### config.mk
export PLATFORM = sky130hd
export DESIGN_NAME = fpga_cfg_loader
export DESIGN_NICKNAME = d
export VERILOG_FILES = /design/src/rtl/fpga_cfg_loader.sv
export SDC_FILE = /design/constraint.sdc
export NUM_CORES = 1
export LEC_CHECK = 0
export ABC_AREA = 1
export BUFFER_PORTS_ARGS = -buffer_cell sky130_fd_sc_hd__buf_4
export CORE_ASPECT_RATIO = 1.5
export CORE_UTILIZATION = 50
export DETAILED_ROUTE_END_ITERATION = 8
export PLACE_DENSITY = 0.7
export SLEW_MARGIN = 30
export SYNTH_ARGS = -nofsm -noshare
export SYNTH_HDL_FRONTEND = slang
export SYNTH_SLANG_ARGS = --single-unit
export TNS_END_PERCENT = 50
### constraint.sdc
create_clock -name clk -period 2.91 [get_ports clk]
set_input_delay 0.4365 -clock clk [delete_from_list [all_inputs] [get_ports clk]]
set_output_delay 0.4365 -clock clk [all_outputs]
set_load 0.01 [all_outputs]
### src/rtl/fpga_cfg_loader.sv
// ---------------------------------------------------------------------------
// fpga_cfg_loader
//
// Purpose:
//   Takes configuration bytes from a host over a valid/ready stream,
//   serialises them LSB-first and shifts them into either the CLB scan chain
//   or the connection scan chain of fpga_core. It generates scan_clk at
//   clk/2, drives the scan enables and scan data, and holds the core's logic
//   reset asserted while a load is in progress.
//
// Parameters:
//   CLB_CHAIN_LEN   bits in the CLB scan chain
//   CONN_CHAIN_LEN  bits in the connection scan chain
//
// Ports:
//   clk            system clock, rising edge
//   reset          synchronous, active-low reset
//   cfg_start      one-cycle load request (honoured only when idle)
//   cfg_sel        chain select sampled with cfg_start (0 = CLB, 1 = conn)
//   cfg_data       configuration byte, bit 0 shifted first
//   cfg_valid      cfg_data valid
//   cfg_ready      loader accepts a byte this cycle
//   cfg_busy       load in progress
//   cfg_done       one-cycle pulse when the selected chain is fully loaded
//   scan_clk       generated scan clock (registered)
//   clb_scan_in/clb_scan_en    CLB chain data / enable
//   conn_scan_in/conn_scan_en  connection chain data / enable
//   clb_scan_out/conn_scan_out chain tail bits (readback only)
//   core_reset     active-high logic reset for the core
//   rb_data/rb_valid           readback byte stream (only with the macro)
//
// Build option:
//   Define FPGA_CFG_READBACK_EN to add the readback path (rb_data, rb_valid).
// ---------------------------------------------------------------------------
module fpga_cfg_loader #(
    parameter int CLB_CHAIN_LEN  = 1024,
    parameter int CONN_CHAIN_LEN = 4096
) (
    input  logic       clk,
    input  logic       reset,
    input  logic       cfg_start,
    input  logic       cfg_sel,
    input  logic [7:0] cfg_data,
    input  logic       cfg_valid,
    output logic       cfg_ready,
    output logic       cfg_busy,
    output logic       cfg_done,
    output logic       scan_clk,
    output logic       clb_scan_in,
    output logic       clb_scan_en,
    output logic       conn_scan_in,
    output logic       conn_scan_en,
    input  logic       clb_scan_out,
    input  logic       conn_scan_out,
`ifdef FPGA_CFG_READBACK_EN
    output logic [7:0] rb_data,
    output logic       rb_valid,
`endif
    output logic       core_reset
);

    localparam int MAX_LEN = (CLB_CHAIN_LEN > CONN_CHAIN_LEN) ? CLB_CHAIN_LEN : CONN_CHAIN_LEN;
    localparam int CW      = $clog2(MAX_LEN + 1);

    typedef enum logic [2:0] {
        IDLE,
        LOAD,
        SHIFT_LO,
        SHIFT_HI,
        DONE
    } state_t;

    state_t        state_q, state_d;
    logic          sel_q, sel_d;
    logic [CW-1:0] len_q, len_d;
    logic [CW-1:0] cnt_q, cnt_d;
    logic [2:0]    idx_q, idx_d;
    logic [7:0]    shift_q, shift_d;
    logic          lastBit;
    logic          scanBit;

    logic ready_q, ready_d;
    logic busy_q, busy_d;
    logic done_q, done_d;
    logic sclk_q, sclk_d;
    logic clbIn_q, clbIn_d;
    logic clbEn_q, clbEn_d;
    logic connIn_q, connIn_d;
    logic connEn_q, connEn_d;
    logic coreRst_q, coreRst_d;

`ifdef FPGA_CFG_READBACK_EN
    logic [7:0] rbShift_q, rbShift_d;
    logic [7:0] rbData_q, rbData_d;
    logic       rbValid_q, rbValid_d;
    logic [7:0] rbTmp;
    logic       rbTail;
`else
    // Tail bits only feed the readback path, which is not built here.
    logic unusedTails;
    assign unusedTails = clb_scan_out ^ conn_scan_out;
`endif

    // Next-state logic. Every output is derived from the next state so that
    // the registered outputs line up with the state they describe.
    always_comb begin
        state_d = state_q;
        sel_d   = sel_q;
        len_d   = len_q;
        cnt_d   = cnt_q;
        idx_d   = idx_q;
        shift_d = shift_q;
        lastBit = (cnt_q + CW'(1)) == len_q;

        case (state_q)
            IDLE: begin
                if (cfg_start) begin
                    sel_d   = cfg_sel;
                    len_d   = cfg_sel ? CW'(CONN_CHAIN_LEN) : CW'(CLB_CHAIN_LEN);
                    cnt_d   = '0;
                    state_d = LOAD;
                end
            end
            LOAD: begin
                if (cfg_valid && ready_q) begin
                    shift_d = cfg_data;
                    idx_d   = '0;
                    state_d = SHIFT_LO;
                end
            end
            SHIFT_LO: state_d = SHIFT_HI;
            SHIFT_HI: begin
                cnt_d   = cnt_q + CW'(1);
                idx_d   = idx_q + 3'd1;
                shift_d = shift_q >> 1;
                // A short final byte ends on the length match, so its unused
                // high bits are simply never shifted out.
                if (lastBit)
                    state_d = DONE;
                else if (idx_q == 3'd7)
                    state_d = LOAD;
                else
                    state_d = SHIFT_LO;
            end
            DONE:    state_d = IDLE;
            default: state_d = IDLE;
        endcase

        // Data changes only on entry to SHIFT_LO and is held otherwise, so it
        // is stable a full cycle either side of each scan_clk rise.
        if (state_d == SHIFT_LO)
            scanBit = shift_d[0];
        else if (state_d == SHIFT_HI || state_d == LOAD)
            scanBit = clbIn_q | connIn_q;
        else
            scanBit = 1'b0;

        ready_d   = (state_d == LOAD);
        busy_d    = (state_d != IDLE);
        done_d    = (state_d == DONE);
        sclk_d    = (state_d == SHIFT_HI);
        coreRst_d = (state_d != IDLE);
        clbEn_d   = (state_d inside {LOAD, SHIFT_LO, SHIFT_HI}) && !sel_d;
        connEn_d  = (state_d inside {LOAD, SHIFT_LO, SHIFT_HI}) &&  sel_d;
        clbIn_d   = scanBit && !sel_d;
        connIn_d  = scanBit &&  sel_d;
    end

`ifdef FPGA_CFG_READBACK_EN
    // Readback: the selected tail bit is captured at its byte position in each
    // SHIFT_HI cycle; a byte is emitted after bit 7 or after the final bit,
    // and the staging register is cleared so a short byte is zero-padded.
    always_comb begin
        rbShift_d = rbShift_q;
        rbData_d  = rbData_q;
        rbValid_d = 1'b0;
        rbTail    = sel_q ? conn_scan_out : clb_scan_out;
        rbTmp     = rbShift_q;
        if (state_q == IDLE && cfg_start) begin
            rbShift_d = '0;
        end else if (state_q == SHIFT_HI) begin
            rbTmp[idx_q] = rbTail;
            if (lastBit || idx_q == 3'd7) begin
                rbData_d  = rbTmp;
                rbValid_d = 1'b1;
                rbShift_d = '0;
            end else begin
                rbShift_d = rbTmp;
            end
        end
    end
`endif

    // State and output registers; reset returns everything to idle with the
    // core held in reset, which also aborts any load in flight.
    always_ff @(posedge clk) begin
        if (!reset) begin
            state_q   <= IDLE;
            sel_q     <= 1'b0;
            len_q     <= '0;
            cnt_q     <= '0;
            idx_q     <= '0;
            shift_q   <= '0;
            ready_q   <= 1'b0;
            busy_q    <= 1'b0;
            done_q    <= 1'b0;
            sclk_q    <= 1'b0;
            clbIn_q   <= 1'b0;
            clbEn_q   <= 1'b0;
            connIn_q  <= 1'b0;
            connEn_q  <= 1'b0;
            coreRst_q <= 1'b1;
`ifdef FPGA_CFG_READBACK_EN
            rbShift_q <= '0;
            rbData_q  <= '0;
            rbValid_q <= 1'b0;
`endif
        end else begin
            state_q   <= state_d;
            sel_q     <= sel_d;
            len_q     <= len_d;
            cnt_q     <= cnt_d;
            idx_q     <= idx_d;
            shift_q   <= shift_d;
            ready_q   <= ready_d;
            busy_q    <= busy_d;
            done_q    <= done_d;
            sclk_q    <= sclk_d;
            clbIn_q   <= clbIn_d;
            clbEn_q   <= clbEn_d;
            connIn_q  <= connIn_d;
            connEn_q  <= connEn_d;
            coreRst_q <= coreRst_d;
`ifdef FPGA_CFG_READBACK_EN
            rbShift_q <= rbShift_d;
            rbData_q  <= rbData_d;
            rbValid_q <= rbValid_d;
`endif
        end
    end

    assign cfg_ready    = ready_q;
    assign cfg_busy     = busy_q;
    assign cfg_done     = done_q;
    assign scan_clk     = sclk_q;
    assign clb_scan_in  = clbIn_q;
    assign clb_scan_en  = clbEn_q;
    assign conn_scan_in = connIn_q;
    assign conn_scan_en = connEn_q;
    assign core_reset   = coreRst_q;
`ifdef FPGA_CFG_READBACK_EN
    assign rb_data      = rbData_q;
    assign rb_valid     = rbValid_q;
`endif

endmodule

==> flow_summary.yaml <==
sta:
  drv_slew: 0
  fin_skew_ps: 3.41
  final_hold_viol_count: 0
  setup-violations-final: 0
  maxSlewHeadroom_pct: 56.1
  fmax_mhz: 481
  timing.final.crit_share_pct: 71.4
  rsz0062_at_grt: "false"
  post-route-min-period_ps: 2080
  tightest_slew_ps: 656
  hold_slack_ps: 406
  tns_ps: 0
die:
  die_area_um2: 4060
  die_width_um: 52.4
  die_h_um: 77.6
  pin_count: 24
  coreArea_um2: 3650
  row_count: 27
  initial_utilization_pct: 52.2
cells_and_area:
  final_cell_mix: "nand2_1, dfxtp_1, inv_1, a21oi_1, buf_4"
  n_antenna_cell: 0
  area_growth_pct: 15.2
  final_common_cell: "nand2_1"
  drive_gt1_share_pct: 18.3
  fill_cells: 362
  final_nets: 312
  postLayoutCellArea_um2: 2190
synth:
  yosysTopAreaCellShare_pct: 41.0
  synth-simple-area-share_pct: 35.3
  syn_inst: 270
  syn_nets: 288
  synth_top_family_by_area: "simple AND/OR/NAND/NOR gates"
  syn-cell-area_um2: 1900
  syn_area_per_cell_um2: 7.05
  synth_top_cell_by_area: "dfxtp_1"
  synth_adder_area_share_pct: 1.97
  synth_xor_area_share_pct: 1.31
  muxShareOfSynthArea_pct: 0
  yosys-top-cells-area: "dfxtp_1, nand2_1, a21oi_1, inv_1, nor2_1"
  synth-seq-cells: 39
  yosysUniqueCellTypes: 29
  synth_compound_area_share_pct: 12.3
  synth-seq-area-share_pct: 41.0
  ys_warn_count: 0
drt:
  wire_per_inst_um: 11.4
  vias: 1724
  drcViolationCount: 0
  vias_per_cell: 5.10
  drt_iter0_markers: 21
  postRouteAntennaNets: 0
  drt_pass1_iterations: 4
  wirelength_um: 3860
critical_path:
  cp_max_fo: 5
  critPathMaxStageDelay_ps: 400
  path_class: "flip-flop to flip-flop"
  cp_slowest_cell: "dfxtp_1"
  endpoint_kind: "flip-flop"
  worstPathCellList: "ha_1 > nand2_2 > nor2_1 > nand3_1 > nand2_1 > nand2_1 > nand2_1 > nand2_1 > nor2_2 > nand2_2 > nand2_2 > nand2_4 > nor2_4 > a21oi_1"
  start_kind: "flip-flop"
  cp.required_ps: 3070
  crit_path_frequent_cell: "nand2_1"
  critPathArrivalTime_ps: 2240
global_route:
  grt_pass1_wl_um: 6770
  overflow: 0
  grt_pass1_vias: 1667
  track_usage_pct: 22.4
  gr-usage-met3_pct: 6.47
  grt_max_degree: 29
  antenna_found_initial: 0
  use_met1_pct: 22.8
  grt-busiest-layer: "met2"
  met2_usage_pct: 40.5
place:
  place.gp.congestion: 0.835
  portBuffers: 21
  placed_area_um2: 2110
  hpwl_um: 2850
clocking:
  cts_hold_buffers: 0
  clock_tree.root_cell: "clkbuf_8"
  path_clk_slew_ps: 70
  clock_path_buffers: 2
  numCtsBuffers: 5
  cts.sinks: 39
  cts_tree: "yes"
  clk_latency_ps: 290
  postCtsSetupRepairBufs: 0
  ctsResizeCount: 0
  htree_num_levels: 2
pwr:
  power_per_cell_area_nw_per_um2: 467
  leakage_uw: 0.000900
  ir_drop_v: 0.000337
worst_hold_path:
  hp-class: "primary input to flip-flop"
outcome:
  status: "complete, no violations"
job:
  cap_violations: 0
-- critical path: cells and delay by family, from the launching register on --
family | cells | cell delay (ps)
flops | 1 | 400
compound gates | 1 | 70
fa+ha+maj | 1 | 230
simple gates | 12 | 1240
-- worst paths after layout --
kind	startpoint	end	slack (ps)	cells past startpoint
hold / removal	cfg_data[7]	shift_q[7]	410	3
setup / recovery	cnt_q[0]	cfg_busy	830	14
setup reg to reg	cnt_q[0]	cfg_busy	830	14
hold reg to reg	shift_q[4]	shift_q[4]	470	2
-- logic make-up (layout without fill, tap and decap cells) --
kind of cell	Yosys count	in the layout
and+or+nand+nor	143	143
AOI/OAI and AO/OA	42	42
buffers and inverters	41	66
DFF	39	39
adders and majority gates	3	3
xor gates and xnor gates	2	2
-- through the flow --
| step | total power (uW) | setup WS, ps | utilization (%) | std cells |
|---|---|---|---|---|
| global placement | 685 | 874 | 57.9 | 330 |
| CTS | 1040 | 820 | 60.1 | 338 |
| detailed placement | 687 | 839 | 57.9 | 330 |
| floorplan | 643 | 1120 | - | 270 |
| global route | 1080 | 597 | 60.1 | 338 |
| finish | 1020 | 833 | 60.1 | 338 |
-- layout make-up --
type	instances	area, um2	area share (%)
well taps	43	53.8	2.45
clock inverters	1	5.00	0.228
inverters	34	128	5.82
multi-input cells	190	970	44.2
flip-flops and latches	39	781	35.6
repair buffers	24	180	8.21
clock buffers	7	76.3	3.48
-- where the power goes --
group	switching, uW	internal, uW
combinational	69.0	45.7
sequential	7.61	551
clock	183	168
total	259	765
-- state kept, by name (all words and copies together), names as in the netlist, 2 cells and up --
name / count
cnt_q: 13
idx_q: 3
len_q: 2
shift_q: 8
state_q: 3
-- Yosys cell counts --
library cell and number:
nand2_4 1, nor2_1 22, buf_1 1, o21ai_1 1
nand2_1 70, nor3_2 1, or2_2 1, nand3b_1 3
a221oi_1 1, xnor2_1 1, nor2_2 5, xor2_2 1
o22ai_1 1, nand3_2 1, clkbuf_1 6, a22oi_1 6
a21oi_1 30, clkinv_1 1, nor3_1 6, nand4_1 6
inv_1 31, dfxtp_1 39, ha_1 3, nand2_2 7
a21oi_2 1, inv_2 2, nand3_1 16, nor2_4 4
o21ai_0 2
-- layer usage --
layer / up-vias / routed length (um)
met5: - / 0
met4: 0 / 73
met3: 7 / 102
met2: 21 / 2060
met1: 777 / 1620
li1: 919 / -
No activity file was read; power rests on OpenSTA's default activity.
